## src/rtl/para_log_pkg.sv

```systemverilog
// Shared constants and log entry layout for para_event_logger and its storage.
// Logged timestamps are zero-extended to TS_MAX_W, so TS_W may not exceed it.
package para_log_pkg;
   localparam int TS_W_DEF  = 16;
   localparam int DEPTH_DEF = 8;
   localparam int TS_MAX_W  = 32;

   typedef struct packed {
      logic [TS_MAX_W-1:0] ts;
      logic [3:0]          ai;
      logic [3:0]          bi;
      logic [1:0]          chg;
   } log_entry_t;

   localparam int ENTRY_W = $bits(log_entry_t);
endpackage

```

## src/rtl/evt_fifo.sv

```systemverilog
// Generic synchronous first-word-fall-through FIFO with occupancy count.
// Latency: a push is visible on pop_dat right after its edge. Backpressure: when full, a push is accepted only alongside a pop.
// DEPTH must be a power of two so the pointers wrap without a compare.
module evt_fifo #(
   parameter int W     = 8,
   parameter int DEPTH = 8
) (
   input  logic                       clk,
   input  logic                       rst,
   input  logic                       push,
   input  logic [W-1:0]               push_dat,
   input  logic                       pop,
   output logic [W-1:0]               pop_dat,
   output logic                       empty,
   output logic                       full,
   output logic [$clog2(DEPTH):0]     level
);
   localparam int AW = $clog2(DEPTH);

   logic [W-1:0]  mem [DEPTH];
   logic [AW-1:0] wr_ptr;
   logic [AW-1:0] rd_ptr;
   logic [AW:0]   cnt;
   logic          push_ok;
   logic          pop_ok;

   assign empty   = (cnt == '0);
   assign full    = (cnt == (AW+1)'(DEPTH));
   assign pop_ok  = pop & ~empty;
   assign push_ok = push & (~full | pop_ok);
   assign pop_dat = mem[rd_ptr];
   assign level   = cnt;

   always_ff @(posedge clk or posedge rst) begin
      if (rst) begin
         wr_ptr <= '0;
         rd_ptr <= '0;
         cnt    <= '0;
      end else begin
         if (push_ok) wr_ptr <= wr_ptr + AW'(1);
         if (pop_ok)  rd_ptr <= rd_ptr + AW'(1);
         case ({push_ok, pop_ok})
            2'b10:   cnt <= cnt + (AW+1)'(1);
            2'b01:   cnt <= cnt - (AW+1)'(1);
            default: cnt <= cnt;
         endcase
      end
   end

   always_ff @(posedge clk) begin
      if (push_ok) mem[wr_ptr] <= push_dat;
   end
endmodule

```

## src/rtl/para_event_logger.sv

```systemverilog
// Timestamped change logger for buses ai/bi; optional drop counter under DROP_CNT_EN.
// Latency: an event at an edge is at the log head right after that edge. Backpressure: out_valid/out_ready; a full log drops new events and sets ovf.
module para_event_logger
   import para_log_pkg::*;
#(
   parameter int TS_W  = TS_W_DEF,
   parameter int DEPTH = DEPTH_DEF
) (
   input  logic                    clk,
   input  logic                    rst,
   input  logic                    en,
   input  logic [3:0]              ai,
   input  logic [3:0]              bi,
   output logic                    out_valid,
   input  logic                    out_ready,
   output logic [TS_W-1:0]         out_ts,
   output logic [3:0]              out_ai,
   output logic [3:0]              out_bi,
   output logic [1:0]              out_chg,
   output logic [$clog2(DEPTH):0]  level,
   output logic                    ovf
`ifdef DROP_CNT_EN
   ,
   output logic [7:0]              drop_cnt
`endif
);
   logic [TS_W-1:0] ts;
   logic [3:0]      ai_prev;
   logic [3:0]      bi_prev;
   logic [1:0]      chg;
   logic            evt;
   logic            pop;
   logic            empty;
   logic            full;
   logic            drop;
   log_entry_t      wr_ent;
   log_entry_t      rd_ent;
   logic            unused_ts_hi;

   // Both buses fold into one entry, so a simultaneous change never logs twice.
   assign chg    = {ai != ai_prev, bi != bi_prev};
   assign evt    = en & (|chg);
   assign pop    = out_valid & out_ready;
   assign drop   = evt & full & ~pop;
   assign wr_ent = '{ts: TS_MAX_W'(ts), ai: ai, bi: bi, chg: chg};

   evt_fifo #(
      .W     (ENTRY_W),
      .DEPTH (DEPTH)
   ) u_fifo (
      .clk      (clk),
      .rst      (rst),
      .push     (evt),
      .push_dat (wr_ent),
      .pop      (pop),
      .pop_dat  (rd_ent),
      .empty    (empty),
      .full     (full),
      .level    (level)
   );

   assign out_valid    = ~empty;
   assign out_ts       = rd_ent.ts[TS_W-1:0];
   assign out_ai       = rd_ent.ai;
   assign out_bi       = rd_ent.bi;
   assign out_chg      = rd_ent.chg;
   // Bits above TS_W are always zero; reducing the whole field keeps it consumed.
   assign unused_ts_hi = |rd_ent.ts;

   always_ff @(posedge clk or posedge rst) begin
      if (rst) begin
         ts      <= '0;
         ai_prev <= '0;
         bi_prev <= '0;
         ovf     <= 1'b0;
      end else begin
         ts      <= ts + TS_W'(1);
         ai_prev <= ai;
         bi_prev <= bi;
         if (drop) ovf <= 1'b1;
      end
   end

`ifdef DROP_CNT_EN
   always_ff @(posedge clk or posedge rst) begin
      if (rst) begin
         drop_cnt <= '0;
      end else if (drop && drop_cnt != 8'hFF) begin
         drop_cnt <= drop_cnt + 8'd1;
      end
   end
`endif
endmodule

```

## config.mk

```make
export PLATFORM = sky130hd
export DESIGN_NAME = para_event_logger
export DESIGN_NICKNAME = d
export VERILOG_FILES = /design/src/rtl/para_log_pkg.sv /design/src/rtl/evt_fifo.sv /design/src/rtl/para_event_logger.sv
export SDC_FILE = /design/constraint.sdc
export NUM_CORES = 1
export LEC_CHECK = 0
export CAP_MARGIN = 15
export CORE_ASPECT_RATIO = 1.2
export CORE_MARGIN = 2
export CORE_UTILIZATION = 55
export DETAILED_ROUTE_END_ITERATION = 8
export GPL_TIMING_DRIVEN = 0
export HOLD_SLACK_MARGIN = 0.03
export PLACE_DENSITY = 0.85
export SYNTH_ARGS = -nofsm -noshare
export SYNTH_HDL_FRONTEND = slang
export SYNTH_HIERARCHICAL = 1
export SYNTH_SLANG_ARGS = --single-unit
```

## constraint.sdc

```tcl
create_clock -name clk -period 4.78 [get_ports clk]
set_input_delay 0.956 -clock clk [delete_from_list [all_inputs] [get_ports clk]]
set_output_delay 0.956 -clock clk [all_outputs]
set_load 0.1 [all_outputs]
```

# Word level (Yosys, flattened, before mapping)
# Memories as Yosys holds them, arrays and structs flattened.
# Cells that the tools add are included.
# totals
regBits,35
latch_bits,0
mem_bits_rw,208
romBits,0
inputBits,12
wordCells,34
n_memories,1
# memory_table
name,words,word_bits,read_ports,rd_ports_with_merged_regs,write_ports,line_no,rtl
u_fifo.mem,8,26,1,0,1,evt_fifo.sv:20,logic [W-1:0] mem [DEPTH];
# classes
addsub,5
mul,0
div_mod_pow,0
magnitude_cmp,0
n_eq_ne,5
n_shift,0
mux,3
n_bitwise,10
reduce_logical,3
# op_table
operator,count
"16-bit by 1-bit adder with 16-bit output, second input constant",1
4-bit inequality test,2
4-bit case mux with 2 select lines,1
"3-bit by 1-bit adder with 3-bit output, second input constant",2
1-bit bitwise AND,6
"4-bit by 1-bit adder with 4-bit output, second input constant",1
"4-bit == test, second input constant",1
4-bit logical NOT,1
"4-bit by 1-bit subtractor with 4-bit output, second input constant",1
1-bit inverter,3
"2-bit by 1-bit == test with 1-bit output, second input constant",1
"2-bit == test, second input constant",1
1-bit 2-to-1 mux,2
2-bit nonzero test,1
2-bit OR reduction,1
1-bit bitwise OR,1

# Depth between registers and ports, before layout
# Gate-level depths: netlist (run 1).
# logic_depth
word_depth,8
ltp_mapped,12
depth_no_buf,11

# Hierarchy
# The synthesis (run 1) kept the hierarchy.
# modules_own_cells
mod,instances,cells_each,area_each_um2,seq_area_each_um2
evt_fifo,1,558,13317.8,10339.9
para_event_logger,1,81,1011.0,625.6

# Worst setup path before layout (run 1)
# Ideal clock, no wire load.
# synth_timing
kind,register -> register
from,"reg u_fifo.cnt[0], in the netlist u_fifo/level[0]"
to,mem u_fifo/mem[0][0] (netlist bit) (enable)
setup_ns,0.493
arrival_ns,5.099
path_slack_ns,-0.812
stages_incl_launch_ff,9
synth_period_minus_slack_ns,5.592
cell_sequence,dfrtp_1 or3_1 buf_2 nor2_1 nor2b_1 nand2b_1 o21a_1 nand2b_1 nor3_1
# synth_between
elab_chain_cells,8
word_cells_on_any_way,10
# synth_rtl
item,line_no,rtl
from (decl),evt_fifo.sv:23,logic [AW:0] cnt;
from (signal assigned),evt_fifo.sv:43,2'b10: cnt <= cnt + (AW+1)'(1);
from (signal assigned),evt_fifo.sv:44,2'b01: cnt <= cnt - (AW+1)'(1);
from (signal assigned),evt_fifo.sv:45,default: cnt <= cnt;
4-bit logical NOT,evt_fifo.sv:27,assign empty = (cnt == '0);
net empty,para_event_logger.sv:33,logic empty;
1-bit inverter,para_event_logger.sv:62,assign out_valid = ~empty;
1-bit bitwise AND,para_event_logger.sv:43,assign pop = out_valid & out_ready;
net pop,para_event_logger.sv:32,logic pop;
1-bit bitwise AND,evt_fifo.sv:29,assign pop_ok = pop & ~empty;
1-bit bitwise OR,evt_fifo.sv:30,assign push_ok = push & (~full | pop_ok);
1-bit bitwise AND,evt_fifo.sv:30,
1-bit 2-to-1 mux,evt_fifo.sv:51,if (push_ok) mem[wr_ptr] <= push_dat;
1-bit 2-to-1 mux (implied by the code),evt_fifo.sv:51,
to (decl),evt_fifo.sv:20,
# The timed path passes the listed nets, and every way through them passes these cells.

# Worst setup path after layout (run 1)
# layout_timing
from,reg u_fifo.rd_ptr[1]
to,out out_ts[6]
# layout_between
elab_chain_cells,1
# layout_rtl
item,line_no,rtl
from (decl),evt_fifo.sv:22,logic [AW-1:0] rd_ptr;
from (signal assigned),evt_fifo.sv:41,if (pop_ok) rd_ptr <= rd_ptr + AW'(1);
memory 8 x 26 bit,-,
to (decl),para_event_logger.sv:16,"output logic [TS_W-1:0] out_ts,"
# Every way passes these cells.

==> metrics.log, run 1 <==
INFO  metric power.density_cell_area = 731 nW/µm²
INFO  metric design.core.area = 17000 µm²
INFO  metric cts_tree = built
INFO  metric setup_viol_count_final = 0
INFO  metric syn_to_final_growth = 16.7%
INFO  metric multiInputGateArea = 2280 µm²
INFO  metric timing.critical_path.slowest_stage_cell = sky130_fd_sc_hd__clkdlybuf4s50_1
INFO  metric maxcap_violations = 0
INFO  metric final_design_instance_area_without_fill = 11200 µm²
INFO  metric initial_drc_count = 430
INFO  metric crit_path_max_fo = 10
INFO  metric biggest_cell_delay_along_the_critical_path = 980 ps
INFO  metric synth-warning-count = 6
INFO  metric final-max-slew-violation-count = 0
INFO  metric worstSetupEndpointType = output pin
INFO  metric final.setup.tns = 0 ps
INFO  metric power.static_leakage = 3.79 nW
INFO  metric reg2reg_setup_slack = 1410 ps
INFO  metric max_clock_buf_depth = 3
INFO  metric cts-root-buf = sky130_fd_sc_hd__clkbuf_16
INFO  metric drc = 0
INFO  metric start_util = 56.3%
INFO  metric drive_above_1_share = 26.4%
INFO  metric gp_congestion = 0.727
INFO  metric timing.critical_path.required = 3820 ps
INFO  metric postRouteAntennaNets = 0
INFO  metric die_width = 124 µm
INFO  metric num_antenna_cells = 0
INFO  metric slew_headroom = 32.0%
INFO  metric port_buffers = 43
INFO  metric detailedRoute.firstPassIterationCount = 5
INFO  metric detailed_place_hpwl = 10.6 mm
INFO  metric row_count = 52
INFO  metric syn_inst = 462
INFO  metric timing.final.crit_share = 93.0%
INFO  metric grt_setup_unrepaired = false
INFO  metric critical_path.cell_chain = buf_2, clkbuf_1, mux4_2, mux2_2, clkdlybuf4s50_1
INFO  metric sequential_standard_cell_area = 7120 µm²
INFO  metric finalNetCount = 552
INFO  metric syn-mean-instance-area = 20.7 µm²
INFO  metric hold_path_class = reg2reg
INFO  metric post_cts_resize_count = 0
INFO  metric worst_path_top_cell_family_by_delay = buffers and inverters
INFO  metric ctsHoldBuffers = 0
INFO  metric grt_start_max_net_pins = 27
INFO  metric worst_skew_pair.late_latency = 500 ps
INFO  metric first_global_vias = 4986
INFO  metric cell_count_after_placement = 725
INFO  metric placement.cell_area = 10400 µm²
INFO  metric global_route.usage.total = 19.9%
INFO  metric layout_commonest_cell = sky130_fd_sc_hd__edfxtp_1
INFO  metric pin_count = 44
INFO  metric fillCellCount = 1036
INFO  metric finalNonFillerCells = 766
INFO  metric fin_util = 65.7%
INFO  metric routed_wire_length_per_instance = 23.6 µm
INFO  metric worstPathArrival = 3490 ps
INFO  metric cts_made_buffers = 22
INFO  metric wirelength = 18.1 mm
INFO  metric vdd.ir_drop.worst = 0.682 mV
INFO  metric cts_post_setup_buffers_inserted = 0
INFO  metric worstSetupPathType = reg2out
INFO  metric mappedNetlistArea = 9570 µm²
INFO  metric dr_total_vias = 4549
INFO  metric worst_clock_skew = 7.29 ps
INFO  metric final-hold-violation-count = 0
INFO  metric total_power = 8.15 mW
INFO  metric detail_route.vias_per_cell = 5.94
INFO  metric period_needed = 4440 ps
INFO  metric category_of_the_worst_setup_path_launch_point = flop
INFO  metric die-area = 18500 µm²
INFO  metric cts_sinks = 243
INFO  metric transition_at_the_pin_with_the_smallest_max_transition_slack = 1020 ps
INFO  metric clk_transition_reported_paths = 70 ps
INFO  metric maxClockFrequency = 0.225 GHz
INFO  metric synth_nets = 480
INFO  metric antenna_found_initial = 0
INFO  metric path_buf_inv = 3
INFO  metric outcome = finished, final reports clean
INFO  metric grt_pass1_wl = 28.0 mm
INFO  metric global_route_congestion_overflow_total = 0
INFO  metric floorplan.die.height = 148 µm
INFO  metric leading_cell_types_in_the_layout_fill_and_taps_excluded = sky130_fd_sc_hd__edfxtp_1 (208), sky130_fd_sc_hd__mux4_2 (47), sky130_fd_sc_hd__clkdlybuf4s50_1 (43)
INFO  metric ctsHtreeMaxLevel = 1
[stage by stage]
| stage | hold WS (ps) | worst slack, ps |
|---|---|---|
| CTS | 503 | 327 |
| global placement | 458 | -1880 |
| floorplan | 487 | 312 |
| detailed placement | 477 | 177 |
| global route | 510 | 270 |
| finish | 496 | 336 |
[state kept, by name (all words and copies together), names as in the netlist]
| name | count |
|---|---|
| ai_prev | 4 |
| bi_prev | 4 |
| ovf | 1 |
| ts | 16 |
| u_fifo/level | 4 |
| u_fifo/mem | 208 |
| u_fifo/rd_ptr | 3 |
| u_fifo/wr_ptr | 3 |
[worst register-to-register path: cells and delay by family, from the launching register on]
family / cells / cell delay (ps)
AND/OR/NAND/NOR: 7 / 1840
flip-flops: 1 / 380
multiplexers: 1 / 340
buffers and inverters: 2 / 270
adder cells (fa/ha/maj): 1 / 260
XOR/XNOR: 1 / 220
[path summary, 6_finish.rpt]
| check | from | to | depth (start not counted) |
|---|---|---|---|
| min in group asynchronous | rst | u_fifo/rd_ptr[0] | 2 |
| setup reg to reg | ai_prev[3] | u_fifo/level[3] | 12 |
| max in group asynchronous | rst | ts[10] | 3 |
| setup / recovery | u_fifo/rd_ptr[1] | out_ts[6] | 5 |
| hold reg to reg | ovf | ovf | 1 |
| hold / removal | ovf | ovf | 1 |
[where the power goes]
part           switching (mW)  internal [mW]  leakage, nW
combinational            2.46           1.18         1.06
clock                   0.734           1.10        0.388
sequential              0.104           2.57         2.35
total                    3.30           4.85         3.79
[cell type report]
class | instances | share of cell area [%]
well taps | 216 | 2.42
plain buffers | 26 | 1.66
multi-input cells | 183 | 20.4
clock inverters | 10 | 0.919
flip-flops and latches | 243 | 63.8
repair buffers | 48 | 4.40
clock buffers | 30 | 6.04
inverters | 10 | 0.336
[per-layer routing]
layer,vias to the layer above,share of wire (%),global-route usage [%]
met5,-,0,0
met4,0,2.1,6.18
met3,32,4.3,2.73
met2,132,53,35.7
met1,2408,41,25.7
li1,1977,-,-
Note: power is estimated with default switching activity, not from simulation.
==> run 2, diff against run 1 <==
--- a/config.mk
+++ b/config.mk
@@ -9,6 +9,7 @@
 export CORE_ASPECT_RATIO = 1.2
 export CORE_MARGIN = 2
 export CORE_UTILIZATION = 55
+export CTS_CLUSTER_SIZE = 40
 export DETAILED_ROUTE_END_ITERATION = 8
 export GPL_TIMING_DRIVEN = 0
 export HOLD_SLACK_MARGIN = 0.03
==> run 2 against run 1 <==
  * Via count decreased by 0.59%
  * Power down 2.1%
  * Maximum frequency down 0.20%
  * Sequential power hardly changed
  * Critical endpoint is now out_ts[2]
  * Largest power group unchanged
==> metrics.log, run 2 (synthesis results as in run 1) <==
INFO  metric final-max-slew-violation-count = 0
INFO  metric leading_cell_types_in_the_layout_fill_and_taps_excluded = sky130_fd_sc_hd__edfxtp_1 (208), sky130_fd_sc_hd__mux4_2 (47), sky130_fd_sc_hd__clkdlybuf4s50_1 (43)
INFO  metric final.setup.tns = 0 ps
INFO  metric grt_start_max_net_pins = 27
INFO  metric row_count = 52
INFO  metric setup_viol_count_final = 0
INFO  metric die_width = 124 µm
INFO  metric pin_count = 44
INFO  metric cts-root-buf = sky130_fd_sc_hd__clkbuf_16
INFO  metric ctsHtreeMaxLevel = 1
INFO  metric total_power = 7.98 mW
INFO  metric post_cts_resize_count = 0
INFO  metric largest_registers = u_fifo/mem x208, ts x16
INFO  metric die-area = 18500 µm²
INFO  metric final-hold-violation-count = 0
INFO  metric cell_count_after_placement = 725
INFO  metric power.static_leakage = 3.74 nW
INFO  metric final.setup.worst_slack = 327 ps
INFO  metric fin_util = 65.2%
INFO  metric grt_setup_unrepaired = false
INFO  metric outcome = finished, final reports clean
INFO  metric hold_path_class = reg2reg
INFO  metric crit_path_max_fo = 10
INFO  metric wirelength = 17.8 mm
INFO  metric syn_to_final_growth = 15.8%
INFO  metric power.density_cell_area = 720 nW/µm²
INFO  metric registers.top_by_ff_count = u_fifo/mem
INFO  metric finalNetCount = 552
INFO  metric clk_transition_reported_paths = 60 ps
INFO  metric num_antenna_cells = 0
INFO  metric worst_skew_pair.late_latency = 500 ps
INFO  metric postRouteAntennaNets = 0
INFO  metric detailedRoute.firstPassIterationCount = 4
INFO  metric fillCellCount = 1056
INFO  metric antenna_found_initial = 0
INFO  metric worstSetupPathType = reg2out
INFO  metric cts_sinks = 243
INFO  metric drive_above_1_share = 25.3%
INFO  metric port_buffers = 43
INFO  metric slew_headroom = 31.8%
INFO  metric worstPathArrival = 3500 ps
INFO  metric design.core.area = 17000 µm²
INFO  metric ctsHoldBuffers = 0
INFO  metric largest_register_ff_count = 208
INFO  metric routed_wire_length_per_instance = 23.2 µm
INFO  metric floorplan.die.height = 148 µm
INFO  metric detailed_place_hpwl = 10.6 mm
INFO  metric maxClockFrequency = 0.225 GHz
INFO  metric max_clock_buf_depth = 3
INFO  metric transition_at_the_pin_with_the_smallest_max_transition_slack = 1020 ps
INFO  metric global_route_congestion_overflow_total = 0
INFO  metric finalNonFillerCells = 766
INFO  metric initial_drc_count = 392
INFO  metric period_needed = 4450 ps
INFO  metric start_util = 56.3%
INFO  metric global_route.usage.total = 19.8%
INFO  metric placement.setup.worst_slack = 177 ps
INFO  metric worst_clock_skew = 7.58 ps
INFO  metric drc = 0
INFO  metric maxcap_violations = 0
INFO  metric timing.final.crit_share = 93.2%
INFO  metric category_of_the_worst_setup_path_launch_point = flop
INFO  metric first_global_vias = 5017
INFO  metric cts_post_setup_buffers_inserted = 0
INFO  metric grt_pass1_wl = 28.0 mm
INFO  metric layout_commonest_cell = sky130_fd_sc_hd__edfxtp_1
INFO  metric detail_route.vias_per_cell = 5.90
INFO  metric timing.critical_path.required = 3820 ps
INFO  metric vdd.ir_drop.worst = 0.672 mV
INFO  metric cts_tree = built
INFO  metric gp_congestion = 0.727
INFO  metric dr_total_vias = 4522
INFO  metric cts_made_buffers = 22
INFO  metric worstSetupEndpointType = output pin
## run 2: cell count changes in the layout (fill, tap and decap cells not counted)
cell / previous run / this run
sky130_fd_sc_hd__clkbuf_1: 12 / 20
sky130_fd_sc_hd__bufinv_16: 2 / 0
sky130_fd_sc_hd__clkbuf_16: 25 / 23
sky130_fd_sc_hd__clkbuf_8: 3 / 5
sky130_fd_sc_hd__clkinv_1: 2 / 0
sky130_fd_sc_hd__clkinv_2: 4 / 2
sky130_fd_sc_hd__clkinv_4: 1 / 0
sky130_fd_sc_hd__inv_4: 1 / 0
## run 2: final cells by class
cell class / instances / area (µm²) / share of cell area, %
flip-flops and latches: 243 / 7120 / 64.3
multi-input cells: 183 / 2280 / 20.6
clock buffers: 38 / 682 / 6.16
repair buffers: 48 / 490 / 4.43
well taps: 216 / 270 / 2.44
plain buffers: 26 / 185 / 1.67
inverters: 10 / 37.5 / 0.339
clock inverters: 2 / 10.0 / 0.0904
## run 2: metal layers
metal	global-route usage [%]	wire length [µm]	vias to the layer above
li1	-	-	1981
met4	6.18	278	0
met1	25.8	6860	2344
met5	0	0	-
met3	3.27	1340	24
met2	34.7	9330	173
## run 2: metrics by stage
stage	area, µm²	hold slack (ps)
after detailed placement	10400	477
after global routing	11100	509
after CTS	11100	502
after global placement	10300	458
after floorplan	9570	487
final	11100	490
## run 2: power by group
part / internal (mW) / leakage, nW / switching, mW / total, mW
clock network: 0.965 / 0.339 / 0.698 / 1.66
logic: 1.18 / 1.06 / 2.46 / 3.64
registers: 2.58 / 2.35 / 0.104 / 2.68
## run 2: path summary, 6_finish.rpt
| check | startpoint | endpoint | slack (ps) | depth (start not counted) |
|---|---|---|---|---|
| worst max register to register | ai_prev[3] | u_fifo/level[3] | 1400 | 12 |
| max in group asynchronous | rst | ts[13] | 3360 | 3 |
| worst max-delay path | u_fifo/rd_ptr[1] | out_ts[2] | 330 | 5 |
| min in group asynchronous | rst | u_fifo/wr_ptr[2] | 850 | 2 |
| worst min register to register | ovf | ovf | 490 | 1 |
| worst min-delay path | ovf | ovf | 490 | 1 |
## run 2: critical path, stage by stage (launching register included)
cell	delay, ps
sky130_fd_sc_hd__dfrtp_1	420
sky130_fd_sc_hd__buf_2	250
sky130_fd_sc_hd__clkbuf_1	620
sky130_fd_sc_hd__mux4_2	410
sky130_fd_sc_hd__mux2_2	310
sky130_fd_sc_hd__clkdlybuf4s50_1	970
